<file path="config.mk">
export PLATFORM = sky130hd
export DESIGN_NAME = ej4_decim_fifo_flat
export DESIGN_NICKNAME = d
export VERILOG_FILES = /design/src/rtl/ej4_decim_fifo_if.sv /design/src/rtl/ej4_decim_fifo.sv /design/src/flat_wrapper.sv
export SDC_FILE = /design/constraint.sdc
export NUM_CORES = 1
export LEC_CHECK = 0
export BUFFER_PORTS_ARGS = -buffer_cell sky130_fd_sc_hd__buf_4
export CAP_MARGIN = 30
export CORE_MARGIN = 5
export CORE_UTILIZATION = 40
export CTS_CLUSTER_SIZE = 40
export DETAILED_ROUTE_END_ITERATION = 12
export GPL_TIMING_DRIVEN = 0
export HOLD_SLACK_MARGIN = 0.05
export SYNTH_ARGS = -nofsm -noshare
export SYNTH_HDL_FRONTEND = slang
export SYNTH_SLANG_ARGS = --single-unit
</file>
<file path="constraint.sdc">
create_clock -name clock -period 2.71 [get_ports clock]
set_clock_uncertainty 0.1 [all_clocks]
set_input_delay 0.271 -clock clock [delete_from_list [all_inputs] [get_ports clock]]
set_output_delay 0.271 -clock clock [all_outputs]
set_load 0.1 [all_outputs]
</file>
<file path="src/rtl/ej4_decim_fifo_if.sv">
// Sample-in / handshake-out bundle of the decimating FIFO.
// The slave modport is the FIFO side; the master modport is the producer/consumer side.
interface ej4_decim_fifo_if #(
  parameter int NB_DATA    = 8,
  parameter int NB_DECIM   = 4,
  parameter int LOG2_DEPTH = 3
);
  logic [NB_DATA-1:0]  i_y;
  logic                i_y_valid;
  logic [NB_DECIM-1:0] i_decim;
  logic                i_clear;
  logic [NB_DATA-1:0]  o_data;
  logic                o_valid;
  logic                i_ready;
  logic [LOG2_DEPTH:0] o_level;
  logic                o_overflow;

  modport slave (
    input  i_y, i_y_valid, i_decim, i_clear, i_ready,
    output o_data, o_valid, o_level, o_overflow
  );

  modport master (
    output i_y, i_y_valid, i_decim, i_clear, i_ready,
    input  o_data, o_valid, o_level, o_overflow
  );
endinterface

</file>
<file path="src/rtl/ej4_decim_fifo.sv">
// Decimator plus circular FIFO behind the IIR filter.
// Keeps one of every i_decim+1 valid samples and hands them to a slower consumer.

module ej4_decim_fifo_cell #(
  parameter int NB_DATA = 8
) (
  input  logic               clock,
  input  logic               i_rst_n,
  input  logic               i_we,
  input  logic [NB_DATA-1:0] i_d,
  output logic [NB_DATA-1:0] o_q
);
  always_ff @(posedge clock or negedge i_rst_n) begin
    if (!i_rst_n)  o_q <= '0;
    else if (i_we) o_q <= i_d;
  end
endmodule

module ej4_decim_fifo #(
  parameter int NB_DATA    = 8,
  parameter int NB_DECIM   = 4,
  parameter int LOG2_DEPTH = 3
) (
  input  logic               clock,
  input  logic               i_rst_n,
  ej4_decim_fifo_if.slave    bus
);
  localparam int DEPTH = 1 << LOG2_DEPTH;
  localparam logic [LOG2_DEPTH:0] FULL_LVL = (LOG2_DEPTH+1)'(DEPTH);

  logic [NB_DECIM-1:0]               phase, phase_nxt;
  logic [LOG2_DEPTH-1:0]             wr_ptr, rd_ptr;
  logic [LOG2_DEPTH:0]               level;
  logic                              overflow;
  logic                              keep, full, pop, push, drop;
  logic [DEPTH-1:0]                  cell_we;
  logic [DEPTH-1:0][NB_DATA-1:0]     cell_q;

  // Phase wraps on >= so a live decrease of i_decim below the phase recovers in one sample.
  always_comb begin
    phase_nxt = (phase >= bus.i_decim) ? '0 : phase + 1'b1;
    keep      = bus.i_y_valid && (phase == '0);
    full      = (level == FULL_LVL);
    pop       = (level != '0) && bus.i_ready;
    push      = keep && (!full || pop);
    drop      = keep && full && !pop;
  end

  always_ff @(posedge clock or negedge i_rst_n) begin
    if (!i_rst_n) begin
      phase    <= '0;
      wr_ptr   <= '0;
      rd_ptr   <= '0;
      level    <= '0;
      overflow <= 1'b0;
    end else if (bus.i_clear) begin
      phase    <= '0;
      wr_ptr   <= '0;
      rd_ptr   <= '0;
      level    <= '0;
      overflow <= 1'b0;
    end else begin
      if (bus.i_y_valid) phase  <= phase_nxt;
      if (push)          wr_ptr <= wr_ptr + 1'b1;
      if (pop)           rd_ptr <= rd_ptr + 1'b1;
      if (drop)          overflow <= 1'b1;
      case ({push, pop})
        2'b10:   level <= level + 1'b1;
        2'b01:   level <= level - 1'b1;
        default: level <= level;
      endcase
    end
  end

  // When full with a pop, wr_ptr == rd_ptr: the head is read this cycle and overwritten at the edge.
  for (genvar g = 0; g < DEPTH; g++) begin : g_cell
    assign cell_we[g] = push && !bus.i_clear && (wr_ptr == LOG2_DEPTH'(g));
    ej4_decim_fifo_cell #(.NB_DATA(NB_DATA)) u_cell (
      .clock   (clock),
      .i_rst_n (i_rst_n),
      .i_we    (cell_we[g]),
      .i_d     (bus.i_y),
      .o_q     (cell_q[g])
    );
  end

  assign bus.o_data     = cell_q[rd_ptr];
  assign bus.o_valid    = (level != '0);
  assign bus.o_level    = level;
  assign bus.o_overflow = overflow;
endmodule

</file>
<file path="src/flat_wrapper.sv">
// flat-port wrapper written by rule: the top's interface ports become plain ports
module ej4_decim_fifo_flat 
#(
  parameter int NB_DATA    = 8,
  parameter int NB_DECIM   = 4,
  parameter int LOG2_DEPTH = 3
)
  (clock, i_rst_n, bus_i_y, bus_i_y_valid, bus_i_decim, bus_i_clear, bus_i_ready, bus_o_data, bus_o_valid, bus_o_level, bus_o_overflow);
  ej4_decim_fifo_if #(.NB_DATA(NB_DATA), .NB_DECIM(NB_DECIM), .LOG2_DEPTH(LOG2_DEPTH)) bus_i ();
  input  logic clock;
  input  logic i_rst_n;
  input wire logic [$bits(bus_i.i_y)-1:0] bus_i_y;
  input wire logic [$bits(bus_i.i_y_valid)-1:0] bus_i_y_valid;
  input wire logic [$bits(bus_i.i_decim)-1:0] bus_i_decim;
  input wire logic [$bits(bus_i.i_clear)-1:0] bus_i_clear;
  input wire logic [$bits(bus_i.i_ready)-1:0] bus_i_ready;
  output wire logic [$bits(bus_i.o_data)-1:0] bus_o_data;
  output wire logic [$bits(bus_i.o_valid)-1:0] bus_o_valid;
  output wire logic [$bits(bus_i.o_level)-1:0] bus_o_level;
  output wire logic [$bits(bus_i.o_overflow)-1:0] bus_o_overflow;
  assign bus_i.i_y = bus_i_y;
  assign bus_i.i_y_valid = bus_i_y_valid;
  assign bus_i.i_decim = bus_i_decim;
  assign bus_i.i_clear = bus_i_clear;
  assign bus_i.i_ready = bus_i_ready;
  assign bus_o_data = bus_i.o_data;
  assign bus_o_valid = bus_i.o_valid;
  assign bus_o_level = bus_i.o_level;
  assign bus_o_overflow = bus_i.o_overflow;
  ej4_decim_fifo #(.NB_DATA(NB_DATA), .NB_DECIM(NB_DECIM), .LOG2_DEPTH(LOG2_DEPTH)) u_core (.clock(clock), .i_rst_n(i_rst_n), .bus(bus_i));
endmodule
</file>
==> results.json, run 1 <==
{
  "syn_to_final_growth_pct": 16.9,
  "setup_ws_ns": 0.0825,
  "clockRootBuffer": "clkbuf_8",
  "drv_cap": 0,
  "cts_inserted_buffers": 9,
  "cts.sinks": 79,
  "drtAntennaViolNets": 0,
  "final_nets": 346,
  "initial_utilization_pct": 40.4,
  "clk_latency_ns": 0.36,
  "die-area_um2": 12400,
  "cts_tree": "yes",
  "slew_headroom_pct": 46.4,
  "wl_met1_mm": 3.67,
  "max_freq_mhz": 381,
  "holdWs_ns": 0.111,
  "rsz0062_at_grt": "false",
  "endpoint_kind": "output port",
  "route.detailed.drc": 0,
  "avgViaCountPerCell": 5.17,
  "gp_congestion": 0.723,
  "arrival_ns": 2.26,
  "clockBufferDepth": 2,
  "routed_wl_mm": 8.16,
  "post-cts-setup-buffers": 0,
  "synth_simple_gate_area_share_pct": 6.51,
  "synthTopCellsByArea": "dfrtp_1, mux2_4, mux2_2",
  "firstDrtPassIters": 4,
  "synth-warning-count": 0,
  "final_common_cell": "dfrtp_1",
  "cp_max_fo": 10,
  "synth_top_family_by_area": "multiplexers",
  "seqCellArea_um2": 1980,
  "slew_viol_final": 0,
  "placed_area_um2": 4520,
  "final_cell_mix": "dfrtp_1, mux2_2, mux2_4",
  "synth_cell_types": 35,
  "wl_met2_mm": 4.06,
  "routed-wl-met3_um": 309,
  "internal_power_mw": 3.12,
  "p_switching_mw": 2.24,
  "period_needed_ns": 2.63,
  "pwr-share-clk_pct": 18.8,
  "seq_power_share_pct": 32.5,
  "leakage_nw": 2.24,
  "switching_share_pct": 41.8,
  "multi_input_area_um2": 2020,
  "diodes": 0,
  "synthesis.area_um2": 4090,
  "worstMarginPinSlew_ns": 0.800,
  "fillCellCount": 881,
  "setup_tns_ns": 0,
  "synth-xor-area-share_pct": 1.50,
  "final_area_um2": 4780,
  "clkTransAtPathRegs_ns": 0.09,
  "row_count": 37,
  "cts_max_level": 3,
  "antenna_found_initial": 0,
  "synth_top_area_share_pct": 48.3,
  "grt_max_degree": 57,
  "die_height_um": 111,
  "synthCells": 271,
  "synth-edff-count": 0,
  "final-setup-viol-count": 0,
  "startpoint_type": "flip-flop",
  "status": "finished, final reports clean",
  "yosysSeqAreaShare_pct": 48.3,
  "drtIter0Drc": 77,
  "synth_compound_area_share_pct": 3.36,
  "synth_ff_type": "dfrtp_1",
  "hold_viol": 0,
  "drive_above_1_share_pct": 51.1,
  "hpwlAfterDp_mm": 5.25,
  "dp_slack_ns": -0.0729,
  "synth_top_cell_by_area": "dfrtp_1",
  "final_core_util_pct": 47.2,
  "path_class": "reg -> out",
  "cp.required_ns": 2.34,
  "wire_per_inst_um": 18.0,
  "power_density_nw_per_um2": 1120,
  "vias": 2340,
  "finalCritPeriodShare_pct": 97.0,
  "synthArstFlopShare_pct": 100,
  "io_pins": 31,
  "hold_class": "in -> reg",
  "synthAdderAreaFrac_pct": 5.08,
  "synth.net_count": 304,
  "core_um2": 10100,
  "dieWidth_um": 111,
  "port_buffers": 29,
  "synth_seq_cells": 79,
  "grt-ovfl-total": 0,
  "yosys-mux-area-fraction_pct": 32.4,
  "synth_area_per_cell_um2": 15.1,
  "highest_layer": "met4",
  "grt_pass1_vias": 2461,
  "grt.total_usage_pct": 13.7,
  "vdd_drop_max_uv": 1090,
  "grt_pass1_wl_mm": 13.2,
  "power_frac_comb_pct": 48.6
}
logic make-up after synthesis:
logic type | count (synthesis)
buf+inv | 21
simple gates | 39
xor+xnor | 7
compound gates | 18
fa+ha+maj | 16
mux | 91
flops | 79
metal layers:
metal | up-vias | track usage (%)
met4 | 0 | 4.38
met2 | 42 | 22.0
met3 | 11 | 3.38
met1 | 1219 | 18.4
li1 | 1068 | -
met5 | - | 0
worst max-delay path, stage by stage, from the launching register on:
cell      delay (ns)
dfrtp_1         0.35
clkbuf_2        0.27
buf_2           0.38
mux4_2          0.36
mux2_2          0.29
buf_4           0.24
synthesized netlist by cell type (all sizes together), types with 2 or more instances:
| cell | count |
|---|---|
| dfrtp | 79 |
| mux2 | 74 |
| mux4 | 16 |
| ha | 15 |
| nor2 | 15 |
| buf | 10 |
| inv | 8 |
| nand2 | 8 |
| a21oi | 5 |
| a21o | 4 |
| xor2 | 4 |
| a22o | 3 |
| and2 | 3 |
| clkbuf | 3 |
| xnor2 | 3 |
| a211oi | 2 |
| and3 | 2 |
| nand2b | 2 |
| nand4b | 2 |
| nor4b | 2 |
power groups by stage:
stage / Combinational, mW / Clock [mW] / Sequential (mW)
after floorplan: 1.96 / 0 / 1.88
after global placement: 2.57 / 0 / 1.74
after detailed placement: 2.61 / 0 / 1.75
after CTS: 2.63 / 1.04 / 1.74
after global routing: 2.74 / 1.09 / 1.79
final: 2.61 / 1.01 / 1.74
registers in the layout (all words and copies together), names as in the netlist:
signal / cells
u_core.rd_ptr: 3
u_core.phase: 4
u_core.wr_ptr: 3
u_core.bus.o_level: 4
u_core.bus.o_overflow: 1
u_core.g_cell.u_cell.o_q: 64
cell type report:
class                   instances  area share, %
plain buffers                  13           1.99
clock buffers                  12           3.45
clock inverters                 3           1.36
inverters                       8          0.628
multi-input cells             171           42.3
flip-flops and latches         79           41.4
well taps                     136           3.56
repair buffers                 31           5.33
what timing repair did:
item,CTS,global route
pin swaps,0,0
hold buffers,1,0
endpoints found under the setup margin,8,3
hold endpoints to repair,23,0
resized for setup,5,3
path summary, 6_finish.rpt:
path | slack [ns] | cells past startpoint | to | start
setup / recovery | 0.08 | 5 | bus_o_data[5] | u_core.rd_ptr[1]
hold / removal | 0.11 | 2 | u_core.g_cell[5].u_cell.o_q[0] | bus_i_y[0]
setup reg to reg | 0.21 | 10 | u_core.bus.o_level[3] | u_core.phase[0]
hold reg to reg | 0.40 | 1 | u_core.g_cell[6].u_cell.o_q[2] | u_core.g_cell[6].u_cell.o_q[2]
max in group asynchronous | 1.66 | 3 | u_core.bus.o_level[0] | i_rst_n
min in group asynchronous | 0.26 | 2 | u_core.g_cell[7].u_cell.o_q[6] | i_rst_n
through the flow:
| stage | instances | power, mW |
|---|---|---|
| after floorplan | 271 | 3.84 |
| after global placement | 436 | 4.31 |
| after detailed placement | 437 | 4.36 |
| after CTS | 453 | 5.40 |
| after global routing | 453 | 5.61 |
| final | 453 | 5.36 |
No activity file was read; power rests on OpenSTA's default activity.
==> run 2, diff against run 1 <==
--- a/config.mk
+++ b/config.mk
@@ -7,7 +7,6 @@
 export LEC_CHECK = 0
 export BUFFER_PORTS_ARGS = -buffer_cell sky130_fd_sc_hd__buf_4
 export CAP_MARGIN = 30
-export CORE_MARGIN = 5
 export CORE_UTILIZATION = 40
 export CTS_CLUSTER_SIZE = 40
 export DETAILED_ROUTE_END_ITERATION = 12
==> run 2 against run 1 <==
  * Design area is 1.3% lower
  * Core utilization rose by 0.70 points
  * Sequential share of layout area is 0.53 points higher
  * Worst hold slack worse by 0.0097 ns
  * Die area shrank 14%
  * Fmax decreased by 0.46%
  * Critical path type unchanged
  * Largest cell class unchanged
==> results.json, run 2 (synthesized netlist as in run 1, its figures left out) <==
{
  "status": "finished, final reports clean",
  "antenna_found_initial": 0,
  "slew_headroom_pct": 45.4,
  "grt.total_usage_pct": 17.1,
  "vdd_drop_max_uv": 1410,
  "cts.sinks": 79,
  "core_um2": 9860,
  "period_needed_ns": 2.64,
  "rrSetupSlack_ns": 0.13,
  "final_core_util_pct": 47.9,
  "max_freq_mhz": 379,
  "clk_latency_ns": 0.36,
  "cts_max_level": 3,
  "drtAntennaViolNets": 0,
  "fillCellCount": 852,
  "route.detailed.drc": 0,
  "dieWidth_um": 103,
  "setup_tns_ns": 0,
  "cp_max_fo": 10,
  "path_class": "reg -> out",
  "initial_utilization_pct": 41.5,
  "slowest_stage": "clkbuf_2",
  "crit_cells": 5,
  "startpoint": "u_core.rd_ptr[1]",
  "hold_class": "in -> reg",
  "crit_end": "bus_o_data[1]",
  "diodes": 0,
  "arrival_ns": 2.27,
  "path_delay_family": "buffers and inverters",
  "die_height_um": 103,
  "power_mw": 5.15,
  "grt-ovfl-total": 0,
  "holdWs_ns": 0.102,
  "clkTransAtPathRegs_ns": 0.08,
  "largest_register_ff_count": 64,
  "routed_wl_mm": 8.04,
  "cts_tree": "yes",
  "die-area_um2": 10600,
  "row_count": 36,
  "finalCritPeriodShare_pct": 97.4,
  "avgViaCountPerCell": 5.05,
  "hpwlAfterDp_mm": 5.18,
  "max_stage_delay_ns": 0.39,
  "grt_pass1_wl_mm": 12.9,
  "final-setup-viol-count": 0,
  "drive_above_1_share_pct": 50.8,
  "grt_max_degree": 59,
  "vias": 2274,
  "clockRootBuffer": "clkbuf_8",
  "cp_num_buf_inv": 3,
  "port_buffers": 29,
  "startpoint_type": "flip-flop",
  "firstDrtPassIters": 4,
  "syn_to_final_growth_pct": 15.5,
  "leakage_nw": 2.21,
  "drv_cap": 0,
  "grt_pass1_vias": 2468,
  "rsz0062_at_grt": "false",
  "gp_congestion": 0.767,
  "final_cell_mix": "dfrtp_1, mux2_2, mux2_4",
  "timing.critical_path.mode_cell": "clkbuf_2",
  "wire_per_inst_um": 17.9,
  "min_path_cells": 2,
  "power_density_nw_per_um2": 1090,
  "io_pins": 31,
  "timing.rr.start": "u_core.phase[0]",
  "final_nets": 346,
  "final_area_um2": 4720,
  "cp.required_ns": 2.34,
  "worstPathCellList": "clkbuf_2 > clkbuf_2 > mux4_2 > mux2_2 > buf_4",
  "drtIter0Drc": 91,
  "slew_viol_final": 0,
  "regMostFlops": "u_core.g_cell.u_cell.o_q",
  "endpoint_kind": "output port",
  "placed_area_um2": 4520,
  "cts_inserted_buffers": 9,
  "reg2reg_depth": 10,
  "clockBufferDepth": 2,
  "final_common_cell": "dfrtp_1",
  "hold_viol": 0,
  "timing.rr.end": "u_core.bus.o_level[3]",
  "worstMarginPinSlew_ns": 0.816
}
==> run 2: stage by stage <==
step	std cells	setup slack (ns)
floorplan	271	0.0574
global placement	433	-0.0589
detailed placement	434	-0.0656
CTS	450	0.0114
global route	450	0.00311
finish	450	0.0704
==> run 2: metal layers <==
metal  part of all wire (%)  GRT usage, %  vias to the layer above
met1                     49          22.6                     1150
met4                    2.7          8.23                        0
met3                    3.1          4.47                       17
met5                      0             0                        -
li1                       -             -                     1065
met2                     45          26.2                       42
==> run 2: timing repair <==
item | CTS | global route
buffers inserted | 0 | 0
endpoints found under the setup margin | 9 | 1
gates resized for setup | 6 | 1
hold buffers | 1 | 0
endpoints found under the hold margin | 21 | 0
==> run 2: final cells by class <==
| type | count | area [um2] | area share [%] |
|---|---|---|---|
| multi-input cells | 171 | 2020 | 42.8 |
| flip-flops and latches | 79 | 1980 | 41.9 |
| repair buffers | 31 | 255 | 5.40 |
| well taps | 133 | 166 | 3.52 |
| clock buffers | 12 | 155 | 3.28 |
| plain buffers | 13 | 95.1 | 2.01 |
| inverters | 8 | 30.0 | 0.636 |
| clock inverters | 3 | 18.8 | 0.397 |
==> run 2: worst register-to-register path, delay by kind of cell, from the launching register on <==
kind	cells	cell delay (ns)
simple gates	3	0.60
compound gates	3	0.50
fa+ha+maj	2	0.47
flops	1	0.41
mux	1	0.29
buf+inv	1	0.08
==> run 2: worst min path at each step <==
stage,end,slack [ns],start
floorplan,u_core.bus.o_level[0],-0.12,i_rst_n
global route,u_core.g_cell[5].u_cell.o_q[4],0.09,bus_i_y[4]
global placement,u_core.g_cell[6].u_cell.o_q[6],0.38,u_core.g_cell[6].u_cell.o_q[6]
finish,u_core.g_cell[5].u_cell.o_q[7],0.10,bus_i_y[7]
detailed placement,u_core.g_cell[4].u_cell.o_q[4],0.1,i_rst_n
CTS,u_core.g_cell[3].u_cell.o_q[7],0.09,bus_i_y[7]
==> run 2: power by group <==
part           internal, mW  total [mW]  switching [mW]
registers              1.52        1.74           0.226
clock network         0.377       0.803           0.427
logic                  1.02        2.60            1.59
==> run 3, diff against run 2 <==
--- a/config.mk
+++ b/config.mk
@@ -7,11 +7,14 @@
 export LEC_CHECK = 0
 export BUFFER_PORTS_ARGS = -buffer_cell sky130_fd_sc_hd__buf_4
 export CAP_MARGIN = 30
-export CORE_UTILIZATION = 40
+export CELL_PAD_IN_SITES_DETAIL_PLACEMENT = 0
+export CELL_PAD_IN_SITES_GLOBAL_PLACEMENT = 2
+export CORE_UTILIZATION = 39
 export CTS_CLUSTER_SIZE = 40
 export DETAILED_ROUTE_END_ITERATION = 12
 export GPL_TIMING_DRIVEN = 0
 export HOLD_SLACK_MARGIN = 0.05
+export PLACE_DENSITY_LB_ADDON = 0.1
 export SYNTH_ARGS = -nofsm -noshare
 export SYNTH_HDL_FRONTEND = slang
 export SYNTH_SLANG_ARGS = --single-unit
==> run 3 against run 2 <==
  * Sequential cell count is the same
  * Combinational power is essentially flat
  * Design area grew 0.87%
  * Critical endpoint is now bus_o_data[0]
  * Die area grew 2.5%
  * Highest routed layer unchanged
  * Critical path depth is the same
  * Non-clock buffer count is the same
==> results.json, run 3 (synthesized netlist as in run 1, its figures left out) <==
{
  "status": "finished, final reports clean",
  "final-setup-viol-count": 0,
  "clockRootBuffer": "clkbuf_8",
  "drtAntennaViolNets": 0,
  "period_needed_ns": 2.61,
  "grt_pass1_wl_mm": 13.5,
  "cts_max_level": 3,
  "startpoint_type": "flip-flop",
  "dp_slack_ns": -0.0913,
  "hold_viol": 0,
  "regMostFlops": "u_core.g_cell.u_cell.o_q",
  "grt.total_usage_pct": 16.6,
  "antenna_found_initial": 0,
  "power_mw": 5.27,
  "wire_per_inst_um": 18.1,
  "avgViaCountPerCell": 5.05,
  "route.detailed.drc": 0,
  "largest_register_ff_count": 64,
  "vias": 2293,
  "cp.required_ns": 2.34,
  "grt-ovfl-total": 0,
  "setup_ws_ns": 0.0977,
  "die_height_um": 104,
  "final_core_util_pct": 46.6,
  "routed_wl_mm": 8.21,
  "arrival_ns": 2.24,
  "grt_max_degree": 51,
  "grt_pass1_vias": 2415,
  "hold_class": "in -> reg",
  "worstMarginPinSlew_ns": 0.824,
  "clkTransAtPathRegs_ns": 0.09,
  "slew_viol_final": 0,
  "final_nets": 346,
  "clockBufferDepth": 2,
  "path_class": "reg -> out",
  "endpoint_kind": "output port",
  "cp_max_fo": 10,
  "clk_latency_ns": 0.35,
  "cts_tree": "yes",
  "vdd_drop_max_uv": 543,
  "firstDrtPassIters": 4,
  "initial_utilization_pct": 40.0,
  "fillCellCount": 919,
  "cts.sinks": 79,
  "dieWidth_um": 104,
  "final_common_cell": "dfrtp_1",
  "drv_cap": 0,
  "row_count": 37,
  "setup_tns_ns": 0,
  "die-area_um2": 10900,
  "port_buffers": 29,
  "io_pins": 31,
  "slew_headroom_pct": 44.9,
  "drive_above_1_share_pct": 51.3,
  "gp_congestion": 0.667,
  "final_cell_mix": "dfrtp_1, mux2_2, mux2_4",
  "rsz0062_at_grt": "false",
  "cts_inserted_buffers": 9,
  "hpwlAfterDp_mm": 5.23,
  "finalCritPeriodShare_pct": 96.4,
  "syn_to_final_growth_pct": 16.5,
  "diodes": 0,
  "leakage_nw": 2.21,
  "power_density_nw_per_um2": 1110,
  "max_freq_mhz": 383,
  "core_um2": 10200,
  "drtIter0Drc": 93
}
## run 3: final timing paths
kind                                                  end  slack [ns]  cells past startpoint                           start
hold / removal             u_core.g_cell[5].u_cell.o_q[1]        0.11                      2                      bus_i_y[1]
min in group asynchronous  u_core.g_cell[5].u_cell.o_q[4]        0.28                      2                         i_rst_n
setup reg to reg                    u_core.bus.o_level[3]        0.22                     10                 u_core.phase[0]
max in group asynchronous           u_core.bus.o_level[2]        1.62                      3                         i_rst_n
setup / recovery                            bus_o_data[0]         0.1                      5                u_core.rd_ptr[1]
hold reg to reg            u_core.g_cell[6].u_cell.o_q[7]        0.40                      1  u_core.g_cell[6].u_cell.o_q[7]
## run 3: final cells by class
cell class	instances	area (um2)	area share, %
Clock buffer	10	138	2.89
Inverter	8	30.0	0.630
Sequential cell	79	1980	41.6
Timing Repair Buffer	31	255	5.36
Clock inverter	6	68.8	1.44
Multi-Input combinational cell	171	2030	42.5
Tap cell	136	170	3.57
Buffer	13	95.1	2.00
## run 3: critical path: stages (launching register included)
cell and delay (ns):
dfrtp_1 0.35, clkbuf_2 0.27, buf_2 0.38, mux4_2 0.37, mux2_2 0.28, buf_4 0.23
## run 3: report_power, final
group	internal [mW]	switching (mW)	total (mW)
combinational	1.02	1.59	2.61
sequential	1.52	0.224	1.74
clock	0.454	0.464	0.918
total	2.99	2.28	5.27
## run 3: through the flow
stage | instance area, um2 | hold WS [ns] | instances
after floorplan | 4100 | -0.125 | 271
after global placement | 4490 | 0.381 | 436
after detailed placement | 4520 | 0.147 | 437
after CTS | 4750 | 0.0866 | 454
after global routing | 4770 | 0.0989 | 454
final | 4770 | 0.105 | 454
## run 3: per-layer routing
| metal | vias up | part of all wire [%] | global-route usage [%] |
|---|---|---|---|
| met4 | 0 | 1.1 | 6.12 |
| met1 | 1182 | 47 | 22.1 |
| met5 | - | 0 | 0 |
| li1 | 1066 | - | - |
| met3 | 10 | 3.3 | 3.13 |
| met2 | 35 | 49 | 26.8 |
## run 3: repair_timing
action | 4_1_cts | 5_1_grt
hold buffers | 1 | 0
setup endpoints to repair | 9 | 4
buffers inserted | 0 | 0
endpoints found under the hold margin | 29 | 0
gates resized for setup | 6 | 3
